`src/rtl/ysyx_lsu_ldresp.sv`:
```
// ysyx_lsu_ldresp: answers EXU load requests. It issues a word-aligned read on the
// memory port, then aligns and extends the returned word, and flags misaligned
// accesses and bus errors. Optional macro YSYX_LSU_LDRESP_LASTWORD_EN adds a
// one-entry last-word buffer that serves repeated aligned loads without a memory read.
// Every output is registered, so a response is formed on the edge that enters RESP.
// A flush in the cycle that would create a response therefore stops that response.
module ysyx_lsu_ldresp #(
  parameter int unsigned     XLEN       = 32,
  parameter logic [XLEN-1:0] FAULT_DATA = '0
) (
  input  logic            clock,
  input  logic            reset,
  input  logic            flush,
  input  logic            exu_rvalid,
  input  logic [XLEN-1:0] exu_raddr,
  input  logic [4:0]      exu_ralu,
  input  logic [XLEN-1:0] exu_pc,
  output logic [XLEN-1:0] exu_rdata,
  output logic            exu_rready,
  output logic            ld_fault,
  output logic [XLEN-1:0] ld_fault_pc,
  output logic            mem_arvalid,
  output logic [XLEN-1:0] mem_araddr,
  input  logic            mem_arready,
  input  logic            mem_rvalid,
  input  logic [XLEN-1:0] mem_rdata,
  input  logic [1:0]      mem_rresp,
  input  logic            st_valid,
  input  logic [XLEN-1:0] st_addr
);

  localparam int unsigned TAG_W     = XLEN - 2;
  localparam logic [1:0]  RESP_OKAY = 2'b00;

  typedef enum logic [2:0] {
    S_IDLE,
    S_REQ,
    S_WAIT,
    S_RESP,
    S_DRAIN
  } state_t;

  state_t          state_q, state_d;
  logic [XLEN-1:0] addr_q, addr_d;
  logic [2:0]      funct_q, funct_d;
  logic [XLEN-1:0] pc_q, pc_d;
  logic            flush_seen_q, flush_seen_d;
  logic [XLEN-1:0] rdata_d;
  logic            rready_d;
  logic            fault_d;
  logic [XLEN-1:0] fault_pc_d;
  logic            arvalid_d;
  logic [XLEN-1:0] araddr_d;
  logic            hit_c;
  logic [XLEN-1:0] hit_data_c;

  // Bits with no function in this block (the funct3 extension, and the snoop port when the buffer is absent)
  logic unused_bits;
  assign unused_bits = ^{exu_ralu[4:3], st_valid, st_addr};

  // Shift the word so the addressed byte is at bit 0, then sign- or zero-extend it.
  // funct3 values 011, 110 and 111 fall through to a plain word load.
  function automatic logic [XLEN-1:0] fmt_load(input logic [XLEN-1:0] word,
                                               input logic [1:0]      off,
                                               input logic [2:0]      f3);
    logic [XLEN-1:0] w;
    w = word >> {off, 3'b000};
    case (f3)
      3'b000:  fmt_load = {{(XLEN-8){w[7]}}, w[7:0]};
      3'b100:  fmt_load = {{(XLEN-8){1'b0}}, w[7:0]};
      3'b001:  fmt_load = {{(XLEN-16){w[15]}}, w[15:0]};
      3'b101:  fmt_load = {{(XLEN-16){1'b0}}, w[15:0]};
      default: fmt_load = w;
    endcase
  endfunction

  // A halfword must have address bit 0 clear. A word (and any reserved funct3) must have both low bits clear.
  function automatic logic is_misaligned(input logic [1:0] off, input logic [2:0] f3);
    case (f3)
      3'b000, 3'b100: is_misaligned = 1'b0;
      3'b001, 3'b101: is_misaligned = off[0];
      default:        is_misaligned = (off != 2'b00);
    endcase
  endfunction

`ifdef YSYX_LSU_LDRESP_LASTWORD_EN
  logic             buf_valid_q;
  logic [TAG_W-1:0] buf_tag_q;
  logic [XLEN-1:0]  buf_data_q;
  logic             snoop_req_c;
  logic             snoop_buf_c;
  logic             fill_c;

  // A store to the requested word in the hit cycle forces the miss path
  assign snoop_req_c = st_valid && (st_addr[XLEN-1:2] == exu_raddr[XLEN-1:2]);
  assign snoop_buf_c = st_valid && (st_addr[XLEN-1:2] == buf_tag_q);
  assign hit_c       = buf_valid_q && (buf_tag_q == exu_raddr[XLEN-1:2]) && !snoop_req_c;
  assign hit_data_c  = buf_data_q;
  assign fill_c      = (state_q == S_WAIT) && mem_rvalid && (mem_rresp == RESP_OKAY) && !flush &&
                       !(st_valid && (st_addr[XLEN-1:2] == addr_q[XLEN-1:2]));

  // Last-word buffer. A store snoop or a flush clears it; a fill of a new word takes priority.
  always_ff @(posedge clock) begin
    if (reset) begin
      buf_valid_q <= 1'b0;
    end else begin
      if (flush || snoop_buf_c) buf_valid_q <= 1'b0;
      if (fill_c) begin
        buf_valid_q <= 1'b1;
        buf_tag_q   <= TAG_W'(addr_q[XLEN-1:2]);
        buf_data_q  <= mem_rdata;
      end
    end
  end
`else
  assign hit_c      = 1'b0;
  assign hit_data_c = '0;
`endif

  // Next state and next values of the registered outputs
  always_comb begin
    state_d      = state_q;
    addr_d       = addr_q;
    funct_d      = funct_q;
    pc_d         = pc_q;
    flush_seen_d = flush_seen_q;
    rdata_d      = exu_rdata;
    rready_d     = 1'b0;
    fault_d      = 1'b0;
    fault_pc_d   = ld_fault_pc;
    arvalid_d    = mem_arvalid;
    araddr_d     = mem_araddr;

    case (state_q)
      S_IDLE: begin
        if (exu_rvalid && !flush) begin
          addr_d  = exu_raddr;
          funct_d = exu_ralu[2:0];
          pc_d    = exu_pc;
          if (is_misaligned(exu_raddr[1:0], exu_ralu[2:0])) begin
            state_d    = S_RESP;
            rready_d   = 1'b1;
            fault_d    = 1'b1;
            rdata_d    = FAULT_DATA;
            fault_pc_d = exu_pc;
          end else if (hit_c) begin
            state_d  = S_RESP;
            rready_d = 1'b1;
            rdata_d  = fmt_load(hit_data_c, exu_raddr[1:0], exu_ralu[2:0]);
          end else begin
            state_d      = S_REQ;
            arvalid_d    = 1'b1;
            araddr_d     = {exu_raddr[XLEN-1:2], 2'b00};
            flush_seen_d = 1'b0;
          end
        end
      end
      S_REQ: begin
        if (flush) flush_seen_d = 1'b1;
        if (mem_arready) begin
          arvalid_d = 1'b0;
          state_d   = (flush_seen_q || flush) ? S_DRAIN : S_WAIT;
        end
      end
      S_WAIT: begin
        if (mem_rvalid) begin
          if (flush) begin
            state_d = S_IDLE;
          end else if (mem_rresp != RESP_OKAY) begin
            state_d    = S_RESP;
            rready_d   = 1'b1;
            fault_d    = 1'b1;
            rdata_d    = FAULT_DATA;
            fault_pc_d = pc_q;
          end else begin
            state_d  = S_RESP;
            rready_d = 1'b1;
            rdata_d  = fmt_load(mem_rdata, addr_q[1:0], funct_q);
          end
        end else if (flush) begin
          state_d = S_DRAIN;
        end
      end
      S_DRAIN: begin
        if (mem_rvalid) state_d = S_IDLE;
      end
      S_RESP: begin
        state_d = S_IDLE;
      end
      default: begin
        state_d = S_IDLE;
      end
    endcase
  end

  // State register and registered outputs
  always_ff @(posedge clock) begin
    if (reset) begin
      state_q      <= S_IDLE;
      addr_q       <= '0;
      funct_q      <= '0;
      pc_q         <= '0;
      flush_seen_q <= 1'b0;
      exu_rdata    <= '0;
      exu_rready   <= 1'b0;
      ld_fault     <= 1'b0;
      ld_fault_pc  <= '0;
      mem_arvalid  <= 1'b0;
      mem_araddr   <= '0;
    end else begin
      state_q      <= state_d;
      addr_q       <= addr_d;
      funct_q      <= funct_d;
      pc_q         <= pc_d;
      flush_seen_q <= flush_seen_d;
      exu_rdata    <= rdata_d;
      exu_rready   <= rready_d;
      ld_fault     <= fault_d;
      ld_fault_pc  <= fault_pc_d;
      mem_arvalid  <= arvalid_d;
      mem_araddr   <= araddr_d;
    end
  end

endmodule

```
`config.mk`:
```
export PLATFORM = sky130hd
export DESIGN_NAME = ysyx_lsu_ldresp
export DESIGN_NICKNAME = d
export VERILOG_FILES = /design/src/rtl/ysyx_lsu_ldresp.sv
export SDC_FILE = /design/constraint.sdc
export NUM_CORES = 1
export LEC_CHECK = 0
export ABC_CLOCK_PERIOD_IN_PS = 1950
export BUFFER_PORTS_ARGS = -buffer_cell sky130_fd_sc_hd__buf_2
export CORE_MARGIN = 2
export CORE_UTILIZATION = 44
export DETAILED_ROUTE_END_ITERATION = 8
export PLACE_DENSITY = 0.89
export SLEW_MARGIN = 10
export SYNTH_ARGS = -nofsm -noshare
export SYNTH_HDL_FRONTEND = slang
export SYNTH_SLANG_ARGS = --single-unit
```
`constraint.sdc`:
```
create_clock -name clock -period 1.95 [get_ports clock]
set_input_delay 0.0975 -clock clock [delete_from_list [all_inputs] [get_ports clock]]
set_output_delay 0.0975 -clock clock [all_outputs]
set_load 0.01 [all_outputs]
```
# After elaboration in Yosys (flattened, before gate mapping)
# Index checks and enable logic that the tools add are counted.
[op_classes] n_eq_ne=19 n_shift=1 n_mux=42 bitwise_logic=1 reduce_logical=19
[ops] operator="$mux 32" count=10
[ops] operator="$pmux 32 s2" count=2
[ops] operator="$pmux 32 s4" count=1
[ops] operator="$shr 32x5->32" count=1
[ops] operator="$mux 3" count=6
[ops] operator="$ne 2x2->1 const B" count=9
[ops] operator="$eq 3x3->1 const B" count=5
[ops] operator="$mux 1" count=15
[ops] operator="$pmux 3 s4" count=1
[ops] operator="$reduce_and 4->1" count=3
[ops] operator="$pmux 1 s2" count=5
[ops] operator="$eq 3x1->1 const B" count=3
[ops] operator="$logic_not 3->1" count=3
[ops] operator="$reduce_bool 2->1" count=4
[ops] operator="$reduce_and 6->1" count=1
[ops] operator="$reduce_and 5->1" count=1
[ops] operator="$mux 2" count=2
[ops] operator="$reduce_or 2->1" count=2
[ops] operator="$eq 3x2->1 const B" count=1
[ops] operator="$ne 3x3->1 const B" count=1
[ops] operator="$reduce_and 3->1" count=1
[ops] operator="$reduce_and 2->1" count=1
[ops] operator="$logic_and 1x1->1" count=1
[ops] operator="$logic_not 1->1" count=1
[ops] operator="2 further kinds" count=2
[totals] regBits=138 out_inout_bits=99 wordCells=93

# Longest topological paths before layout
# Gate-level depths: netlist (run 1).
[logic_depth] word_depth=8 mapped_depth=8

# Worst setup path after synthesis (run 1)
# Ideal clock, no wire load.
[synth_path] kind="register -> register" from="register state_q[0]" to="register flush_seen_q" setup_ps=128 t_arrival_ps=1793 path_slack_ps=30 stages_incl_launch_ff=9 period_less_slack_ps=1920 path_cell_list="dfxtp_1 buf_6 or3_1 buf_2 or4_1 clkbuf_1 buf_6 a32oi_1 nor2_1"
[synth_via] elab_chain_len=3 word_cells_on_any_way=8 cone_classes="eq/ne: 4; mux: 1; reduce/logical: 3"
[synth_lines] item="start: declaration" line_no="43" source="state_t state_q, state_d;"
[synth_lines] item="start signal: assignment" line_no="211" source="state_q <= state_d;"
[synth_lines] item="$eq 3x1->1 or $logic_not 3->1 (tied branches)" line_no="134" source="case (state_q)"
[synth_lines] item="$ne 2x2->1 (no line) or $reduce_bool 2->1 (tied branches)"
[synth_lines] item="$reduce_and 4->1 (no line)"
[synth_lines] item="end signal: assignment" line_no="215" source="flush_seen_q <= flush_seen_d;"
[synth_lines] item="end: declaration" line_no="47" source="logic flush_seen_q, flush_seen_d;"
# Several ways; a longest one is shown, not always the timed one.
# A chain may end at the register's enable or synchronous reset.

# Final worst setup path (run 1)
[layout_path] from="register state_q[0]" to="register exu_rdata[12]"
[layout_via] elab_chain_len=3 word_cells_on_any_way=9 cone_classes="eq/ne: 5; mux: 1; reduce/logical: 3"
[layout_lines] item="$eq 3x2->1 or $logic_not 3->1 (tied branches)" line_no="134"
[layout_lines] item="$ne 2x2->1 (no line) or $reduce_bool 2->1 (tied branches)"
[layout_lines] item="$reduce_and 5->1 (no line)"
[layout_lines] item="end signal: assignment" line_no="216" source="exu_rdata <= rdata_d;"
[layout_lines] item="end: declaration" line_no="18" source="output logic [XLEN-1:0] exu_rdata,"
# Several ways; a longest one is shown, not always the timed one.

==> summary.txt, run 1 <==
Post-detail-place hpwl: 11.6 mm
Wirelength per Cell: 17.1 um
Initial antenna violation count: 1
Clk sinks: 138
Detail Route Antenna Nets: 0
CTS tree: built
# diodes: 0
Max-cap violations: 0
Pin count of the biggest net entering global routing: 102
Crit. Startpoint: state_q[0]$_SDFFE_PP0P_
H-Tree Depth: 4
Critical path class: reg -> reg
PD cells: 843 nW/um^2
Core Rows: 42
Worst path depth: 6
Setup tns final: 0 ns
Post-synth top cells: 159 x nand2_1, 138 x dfxtp_1, 109 x a21oi_1
Slew margin rel.: 39.9%
Leak: 3.71 nW
Crit. End Element: register
Synth Instances: 678
Max VDD drop: 0.721 mV
Register bit total from synthesis: 138
Setup violations, final: 0
Area of the core: 13100 um^2
Clock root cell: clkbuf_16
P&R area growth vs syn: 43.5%
Biggest area consumer among synthesized cells: dfxtp_1
Critical R2R Launch: state_q[0]$_SDFFE_PP0P_
Slowest cell on the critical path: or3_1
WP data required: 2.26 ns
Number of port buffers: 203
Highest Clock Rate: 0.532 GHz
Crit Path Max Fanout: 32
Ports: 241
Die H: 120 um
DP Cell Count: 1029
Worst path max stage delay: 0.45 ns
Avg Inst Size Synth: 8.68 um^2
Slew @ Worst Pin: 0.894 ns
Synth async-reset ratio: 0%
Total gr overflow: 0
Worst-case reg-to-reg path depth: 6
Most numerous cell in the Yosys netlist: nand2_1
Netlist Area Pre-Place: 5890 um^2
Crit path buffers/inverters: 2
Fin nets: 1083
Period minus WS final: 1.88 ns
Max Buffers Root-to-Sink: 2
Share of cells above drive strength 1: 29.0%
Worst Min Path Start: mem_rdata[1]
Starting Density: 44.8%
EDFF count, synth: 0
Total number of vias: 6281
Die W: 120 um
DRC Markers: 0
Ys flop type: dfxtp_1
Register area share after synthesis: 46.9%
RePlAce Congestion: 0.881
Iteration-0 DRC Markers: 469
Reg clk slew, reported paths: 0.06 ns
Top post-synthesis cells by area: dfxtp_1 47%, nand2_1 10%, mux2i_1 9.5%, a21oi_1 9.3%, a211oi_1 4.3%
Sequential Area: 2760 um^2
RSZ-0062 raised after global routing: false
Family with the most delay on the worst path: simple AND/OR/NAND/NOR gates
Worst path arrival time: 2.18 ns
Number of fill cells: 1057
First-pass GRT wire length: 30.2 mm
Final Hold Viols: 0
Status: finished clean
Final wirelength: 19.3 mm
Worst-skew pair later-pin latency: 0.42 ns
Vias/cell: 5.56
Unique cell type count in the Yosys netlist: 51
Setup Skew: 0.00823 ns
Die area: 14300 um^2
Top cell type's share of synthesized area: 46.9%
CTS buffer count: 17
Vias in the first global route: 6207
CP cell instances: or3_1 > nor4_1 > buf_4 > nor3_2 > buf_12 > a32o_1
Max Slew Vio Count: 0
Final Cycle Share: 96.3%
Multi-input gate area: 2880 um^2
Gr usage total: 26.3%
Hold depth: 4
Yosys warns: 0
HP Class: in -> reg
Layout Cells excl Fill: 1130
Crit start category: register
First drt pass iteration count: 5
[per-stage QoR]
| stage | cell area (um^2) | worst slack, ns | hold WS (ns) | total power, mW | utilization (%) |
|---|---|---|---|---|---|
| 5_1_grt | 8450 | 0.00843 | 0.0684 | 7.37 | 64.3 |
| 4_1_cts | 8440 | 0.0681 | 0.0327 | 7.12 | 64.2 |
| 2_1_floorplan | 5890 | 0.0299 | 0.213 | 3.64 | - |
| 3_3_place_gp | 7210 | 0.117 | 0.339 | 4.01 | 54.8 |
| 6_report | 8450 | 0.0716 | 0.0544 | 7.12 | 64.3 |
| 3_5_place_dp | 7210 | 0.0871 | 0.344 | 4.04 | 54.8 |
[where the power goes]
part	switching [mW]	total, mW	leakage [nW]	internal [mW]
logic	0.623	1.13	2.33	0.502
clock network	1.32	2.98	0.260	1.65
registers	0.0772	3.02	1.12	2.94
[worst paths after layout]
kind                                                     to  slack (ns)
worst min register to register  mem_araddr[19]$_SDFFE_PP0P_        0.45
worst max-delay path             exu_rdata[12]$_SDFFE_PP0P_        0.07
worst min-delay path              exu_rdata[1]$_SDFFE_PP0P_        0.05
worst max register to register   exu_rdata[12]$_SDFFE_PP0P_        0.07
[cell type report]
class	instances	share of cell area, %
multi-input combinational	477	34.1
clock inverter	14	1.35
inverter	3	0.133
sequential	138	32.7
clock buffer	18	5.08
tap	176	2.61
timing repair buffer	304	24.0
[routing by layer]
layer,vias up,GRT usage (%),routed length [um]
met5,-,0,13
met4,2,13.0,770
met3,81,7.65,1480
met2,325,45.9,9570
met1,2919,29.2,7450
li1,2954,-,-
[state kept, by name (all words and copies together), names as in the netlist]
signal        flops
pc_q             32
addr_q            2
exu_rdata        32
ld_fault_pc      32
state_q           3
funct_q           3
flush_seen_q      1
ld_fault          1
exu_rready        1
mem_arvalid       1
mem_araddr       30
[cells by family (layout without fill, tap and decap cells)]
| kind of cell | Yosys count | in the layout | share of synthesized area, % |
|---|---|---|---|
| AO/OA/AOI/OAI | 214 | 214 | 23.2 |
| buffers and inverters | 64 | 339 | 4.93 |
| flip-flops | 138 | 138 | 46.9 |
| multiplexers | 57 | 57 | 9.71 |
| other | 1 | 2 | 0.0637 |
| AND/OR/NAND/NOR | 204 | 204 | 15.1 |
[layout by cell type (no fill, tap or decap), drive strengths merged, types with 3 or more instances in the layout]
cell	count
mux2i	56
buf	235
a211oi	34
a21oi	109
clkbuf	18
nor2	10
a32o	23
o21ai	16
nor3b	5
a21o	9
nand2	159
dfxtp	138
nor4	3
nor3	5
nand2b	4
clkinvlp	3
o2bb2ai	8
inv	8
dlygate4sd3	69
clkinv	6
[worst reg2reg max path, stage by stage, from the launching register on]
cell and delay [ns]:
dfxtp_1 0.37, or3_1 0.45, nor4_1 0.32, buf_4 0.18, nor3_2 0.05, buf_12 0.17
a32o_1 0.23
[timing repair]
item                                    CTS  global route
buffers inserted                          0             0
endpoints found under the hold margin    69             0
hold buffers                             69             0
gates resized for setup                   0             2
endpoints found under the setup margin    0             8
No activity file was read; power rests on OpenSTA's default activity.
==> run 2, diff against run 1 <==
ABC_CLOCK_PERIOD_IN_PS = 2300   (was 1950)
CORE_UTILIZATION = 50   (was 44)
PLACE_DENSITY = 0.95   (was 0.89)
clock period = 2.3 ns   (was 1.95 ns; I/O delays follow)
==> summary.txt, run 2 (synthesis gave the netlist of run 1 again) <==
FF-to-FF setup slack: 0.19 ns
H-Tree Depth: 4
Hold endpoint: state_q[2]$_SDFFE_PP0P_
Highest Clock Rate: 0.474 GHz
Final Hold Viols: 0
Max Slew Vio Count: 0
P&R area growth vs syn: 40.3%
Most frequent cells in the layout: 202 x buf_2, 159 x nand2_1, 138 x dfxtp_1, 109 x a21oi_1, 68 x dlygate4sd3_1
Number of fill cells: 769
Critical path class: reg -> reg
Crit. End Element: register
First-pass GRT wire length: 30.2 mm
Ports: 241
HP Class: in -> reg
Crit start category: register
Core Rows: 39
CTS tree: built
WP data required: 2.64 ns
Area of the core: 11500 um^2
Die W: 113 um
Leak: 3.65 nW
Final Cycle Share: 91.6%
Vias in the first global route: 6189
PD cells: 721 nW/um^2
Max-cap violations: 0
Vias/cell: 5.78
Max Buffers Root-to-Sink: 2
Setup Skew: 0.00757 ns
Worst path max stage delay: 0.63 ns
Max VDD drop: 0.600 mV
Iteration-0 DRC Markers: 682
Worst Min Path Start: mem_rvalid
Clk sinks: 138
First drt pass iteration count: 5
Crit Path Max Fanout: 15
Total number of vias: 6285
Commonest non-fill, non-tap cell in the layout: buf_2
Critical R2R Launch: addr_q[1]$_SDFFE_PP0P_
Final wirelength: 19.2 mm
Wirelength per Cell: 17.7 um
RePlAce Congestion: 0.895
Setup violations, final: 0
DRC Markers: 0
Biggest registers after layout: exu_rdata x32, ld_fault_pc x32, pc_q x32
Share of cells above drive strength 1: 28.5%
CTS buffer count: 17
Final Power: 5.96 mW
Pin count of the biggest net entering global routing: 50
Starting Density: 51.3%
Worst-skew pair later-pin latency: 0.42 ns
Worst-case reg-to-reg path depth: 4
Number of port buffers: 203
Status: finished clean
Worst path arrival time: 2.44 ns
Hold_ws: 0.0594 ns
Slew @ Worst Pin: 0.835 ns
Slew margin rel.: 43.9%
Total gr overflow: 0
Die area: 12700 um^2
Fin nets: 1075
Die H: 113 um
Reg clk slew, reported paths: 0.06 ns
FF-to-FF End: exu_rdata[22]$_SDFFE_PP0P_
Clock root cell: clkbuf_16
Gr usage total: 29.9%
Hold depth: 3
Final core utilization: 72.1%
Detail Route Antenna Nets: 0
Initial antenna violation count: 1
CP cell instances: clkinvlp_4 > o311ai_0 > o22ai_1 > o2bb2ai_1
Period minus WS final: 2.11 ns
Post-detail-place hpwl: 11.4 mm
Slowest cell on the critical path: dfxtp_1
==> run 2: cell types whose count changed in the layout (fill, tap and decap cells not counted), moves of 3 or more <==
cell,change
buf_12,-6
clkbuf_8,+5
inv_6,-5
clkinv_2,+4
clkinv_4,-3
==> run 2: worst max-delay path, delay by kind of cell, from the launching register on <==
kind | cells | cell delay (ns)
DFF | 1 | 0.63
AOI/OAI and AO/OA | 3 | 1.03
buffers and inverters | 1 | 0.36
==> run 2: how the worst max path moves through the flow <==
stage | from | to | slack [ns] | cells after the start
2_1_floorplan | state_q[0]$_SDFFE_PP0P_ | flush_seen_q$_SDFFE_PP0P_ | 0.38 | 8
3_3_place_gp | addr_q[1]$_SDFFE_PP0P_ | exu_rdata[16]$_SDFFE_PP0P_ | 0.25 | 4
3_5_place_dp | addr_q[1]$_SDFFE_PP0P_ | exu_rdata[17]$_SDFFE_PP0P_ | 0.21 | 4
4_1_cts | addr_q[1]$_SDFFE_PP0P_ | exu_rdata[17]$_SDFFE_PP0P_ | 0.20 | 4
5_1_grt | addr_q[1]$_SDFFE_PP0P_ | exu_rdata[17]$_SDFFE_PP0P_ | -0.008 | 4
6_report | addr_q[1]$_SDFFE_PP0P_ | exu_rdata[22]$_SDFFE_PP0P_ | 0.19 | 4
==> run 2: metrics by stage <==
step | instance area (um^2) | cells | TNS (ns) | setup slack, ns
floorplan | 5890 | 679 | 0 | 0.380
global placement | 7040 | 989 | 0 | 0.249
detailed placement | 7040 | 989 | 0 | 0.205
CTS | 8260 | 1087 | 0 | 0.204
global route | 8260 | 1087 | -0.0112 | -0.00835
finish | 8260 | 1088 | 0 | 0.192
==> run 2: power by group <==
| part | internal [mW] | switching, mW | total, mW |
|---|---|---|---|
| logic | 0.399 | 0.521 | 0.921 |
| clock network | 1.50 | 0.983 | 2.48 |
| registers | 2.50 | 0.0668 | 2.56 |
==> run 2: metal layers <==
| layer | track usage (%) | up-vias | wire length, um |
|---|---|---|---|
| li1 | - | 2924 | - |
| met5 | 0 | - | 0 |
| met3 | 9.02 | 90 | 1590 |
| met4 | 17.6 | 0 | 964 |
| met1 | 32.7 | 2892 | 7270 |
| met2 | 51.3 | 379 | 9410 |
==> run 2: timing repair <==
item / 4_1_cts / 5_1_grt
endpoints found under the setup margin: 0 / 8
resized for setup: 0 / 1
endpoints found under the hold margin: 68 / 0
hold buffers: 68 / 0
buffers inserted: 0 / 0
==> run 2: cell type report <==
class | count | area [um^2] | share of cell area [%]
timing repair buffer | 296 | 1890 | 22.8
inverter | 3 | 15.0 | 0.182
clock inverter | 8 | 45.0 | 0.545
clock buffer | 22 | 494 | 5.98
sequential | 138 | 2760 | 33.4
tap | 143 | 179 | 2.17
antenna | 1 | 2.50 | 0.0303
multi-input combinational | 477 | 2880 | 34.8
==> run 3, diff against run 2 <==
--- a/config.mk
+++ b/config.mk
@@ -7,9 +7,9 @@
 export LEC_CHECK = 0
 export ABC_CLOCK_PERIOD_IN_PS = 2300
-export BUFFER_PORTS_ARGS = -buffer_cell sky130_fd_sc_hd__buf_2
 export CORE_MARGIN = 2
 export CORE_UTILIZATION = 50
 export DETAILED_ROUTE_END_ITERATION = 8
-export PLACE_DENSITY = 0.95
+export DONT_BUFFER_PORTS = 1
+export PLACE_DENSITY = 0.77
 export SLEW_MARGIN = 10
 export SYNTH_ARGS = -nofsm -noshare
==> constraint.sdc (replaced) <==
create_clock -name clock -period 2.3 [get_ports clock]
set_input_delay 0.115 -clock clock [delete_from_list [all_inputs] [get_ports clock]]
set_output_delay 0.115 -clock clock [all_outputs]
set_load 0.005 [all_outputs]
==> summary.txt, run 3 (synthesis gave the netlist of run 1 again) <==
Status: finished clean
Final wirelength: 17.0 mm
Setup tns final: 0 ns
DRC Markers: 0
Worst-skew pair later-pin latency: 0.41 ns
First-pass GRT wire length: 26.9 mm
Max VDD drop: 0.623 mV
Detail Route Antenna Nets: 0
Worst path arrival time: 2.53 ns
Final Cycle Share: 94.4%
Number of port buffers: 0
Post-detail-place hpwl: 10.2 mm
Final core utilization: 65.1%
FF-to-FF setup slack: 0.13 ns
Slew @ Worst Pin: 0.846 ns
Fin nets: 886
HP Class: in -> reg
Area of the core: 11500 um^2
RePlAce Congestion: 0.892
Crit. Startpoint: state_q[0]$_SDFFE_PP0P_
Placed inst area: 5960 um^2
Core Rows: 39
Worst-case reg-to-reg path depth: 6
Reg clk slew, reported paths: 0.06 ns
First drt pass iteration count: 6
Post-route setup slack: 0.129 ns
Max Buffers Root-to-Sink: 2
Critical path class: reg -> reg
Highest Clock Rate: 0.461 GHz
Initial antenna violation count: 0
CTS tree: built
Setup Skew: 0.00869 ns
Worst path depth: 6
Slowest cell on the critical path: dlygate4sd3_1
Final non-filler cell area: 7470 um^2
Gr usage total: 26.4%
Worst path max stage delay: 0.56 ns
# diodes: 0
P&R area growth vs syn: 26.9%
Family with the most delay on the worst path: buffers and inverters
Critical R2R Launch: state_q[0]$_SDFFE_PP0P_
Final Hold Viols: 0
Total number of vias: 5412
CP cell instances: or3_1 > nor2_2 > buf_6 > nand2_1 > a21oi_1 > dlygate4sd3_1
Die area: 12700 um^2
DP Cell Count: 778
Final Power: 5.97 mW
Crit Path Max Fanout: 37
Crit. End Element: register
Period minus WS final: 2.17 ns
Dpl ws: 0.129 ns
Clock root cell: clkbuf_16
Leak: 2.79 nW
PD cells: 799 nW/um^2
Setup violations, final: 0
Commonest non-fill, non-tap cell in the layout: nand2_1
Crit start category: register
Ports: 241
CTS buffer count: 17
Slew margin rel.: 43.1%
Pin count of the biggest net entering global routing: 108
Starting Density: 51.3%
Iteration-0 DRC Markers: 409
Clk sinks: 138
Max-cap violations: 0
Vias in the first global route: 5400
FF-to-FF End: pc_q[14]$_SDFFE_PP0P_
Die W: 113 um
Biggest registers after layout: exu_rdata x32, ld_fault_pc x32, pc_q x32
Share of cells above drive strength 1: 7.67%
H-Tree Depth: 4
Most frequent cells in the layout: 159 x nand2_1, 137 x dfxtp_1, 109 x a21oi_1, 89 x dlygate4sd3_1, 56 x mux2i_1
Max Slew Vio Count: 0
Critical Path End: pc_q[14]$_SDFFE_PP0P_
Vias/cell: 6.02
Layout Cells excl Fill: 899
Hold_ws: 0.0130 ns
Die H: 113 um
RSZ-0062 raised after global routing: false
Setup Fix Bufs, Post-CTS: 0
Wirelength per Cell: 19.0 um
Crit path buffers/inverters: 2
Total gr overflow: 0
WP data required: 2.66 ns
## run 3: changes by cell type in the layout (fill, tap and decap cells not counted), sizes merged
cell,previous run,this run
diode,1,0
bufinv,0,2
buf,228,18
clkbuf,22,24
dlygate4sd3,68,89
clkinv,6,3
## run 3: report_power, final
group	internal [mW]	switching [mW]
logic	0.316	0.407
registers	2.50	0.0867
clock network	1.70	0.963
total	4.51	1.46
## run 3: worst min-delay path by stage
| stage | startpoint | to | depth (start not counted) |
|---|---|---|---|
| after floorplan | mem_arready | mem_arvalid$_SDFFE_PP0P_ | 1 |
| after global placement | reset | pc_q[20]$_SDFFE_PP0P_ | 1 |
| after detailed placement | reset | pc_q[20]$_SDFFE_PP0P_ | 1 |
| after CTS | mem_arready | state_q[2]$_SDFFE_PP0P_ | 2 |
| after global routing | mem_rdata[10] | exu_rdata[2]$_SDFFE_PP0P_ | 3 |
| final | mem_rdata[19] | exu_rdata[3]$_SDFFE_PP0P_ | 3 |
## run 3: routing by layer
layer | track usage [%] | part of all wire [%] | vias to the layer above
li1 | - | - | 2554
met3 | 8.21 | 8.9 | 33
met5 | 0 | 0 | -
met1 | 29.3 | 39 | 2533
met4 | 11.2 | 2.1 | 0
met2 | 46.8 | 50 | 292
## run 3: area by class of cell
type                            count  area [um^2]
Fill cell                         843         4000
Timing Repair Buffer              107         1050
Sequential cell                   138         2760
Multi-Input combinational cell    477         2880
Inverter                            3         15.0
Clock buffer                       24          492
Clock inverter                      7         90.1
Tap cell                          143          179
## run 3: timing repair
item,4_1_cts,5_1_grt
endpoints found under the setup margin,0,17
resized for setup,0,5
hold buffers,90,0
endpoints found under the hold margin,121,0
## run 3: worst reg2reg max path: cells and delay by family, from the launching register on
kind | cells | cell delay, ns
buffers and inverters | 2 | 0.84
flip-flops | 1 | 0.36
AND/OR/NAND/NOR | 3 | 0.77
AO/OA/AOI/OAI | 1 | 0.13
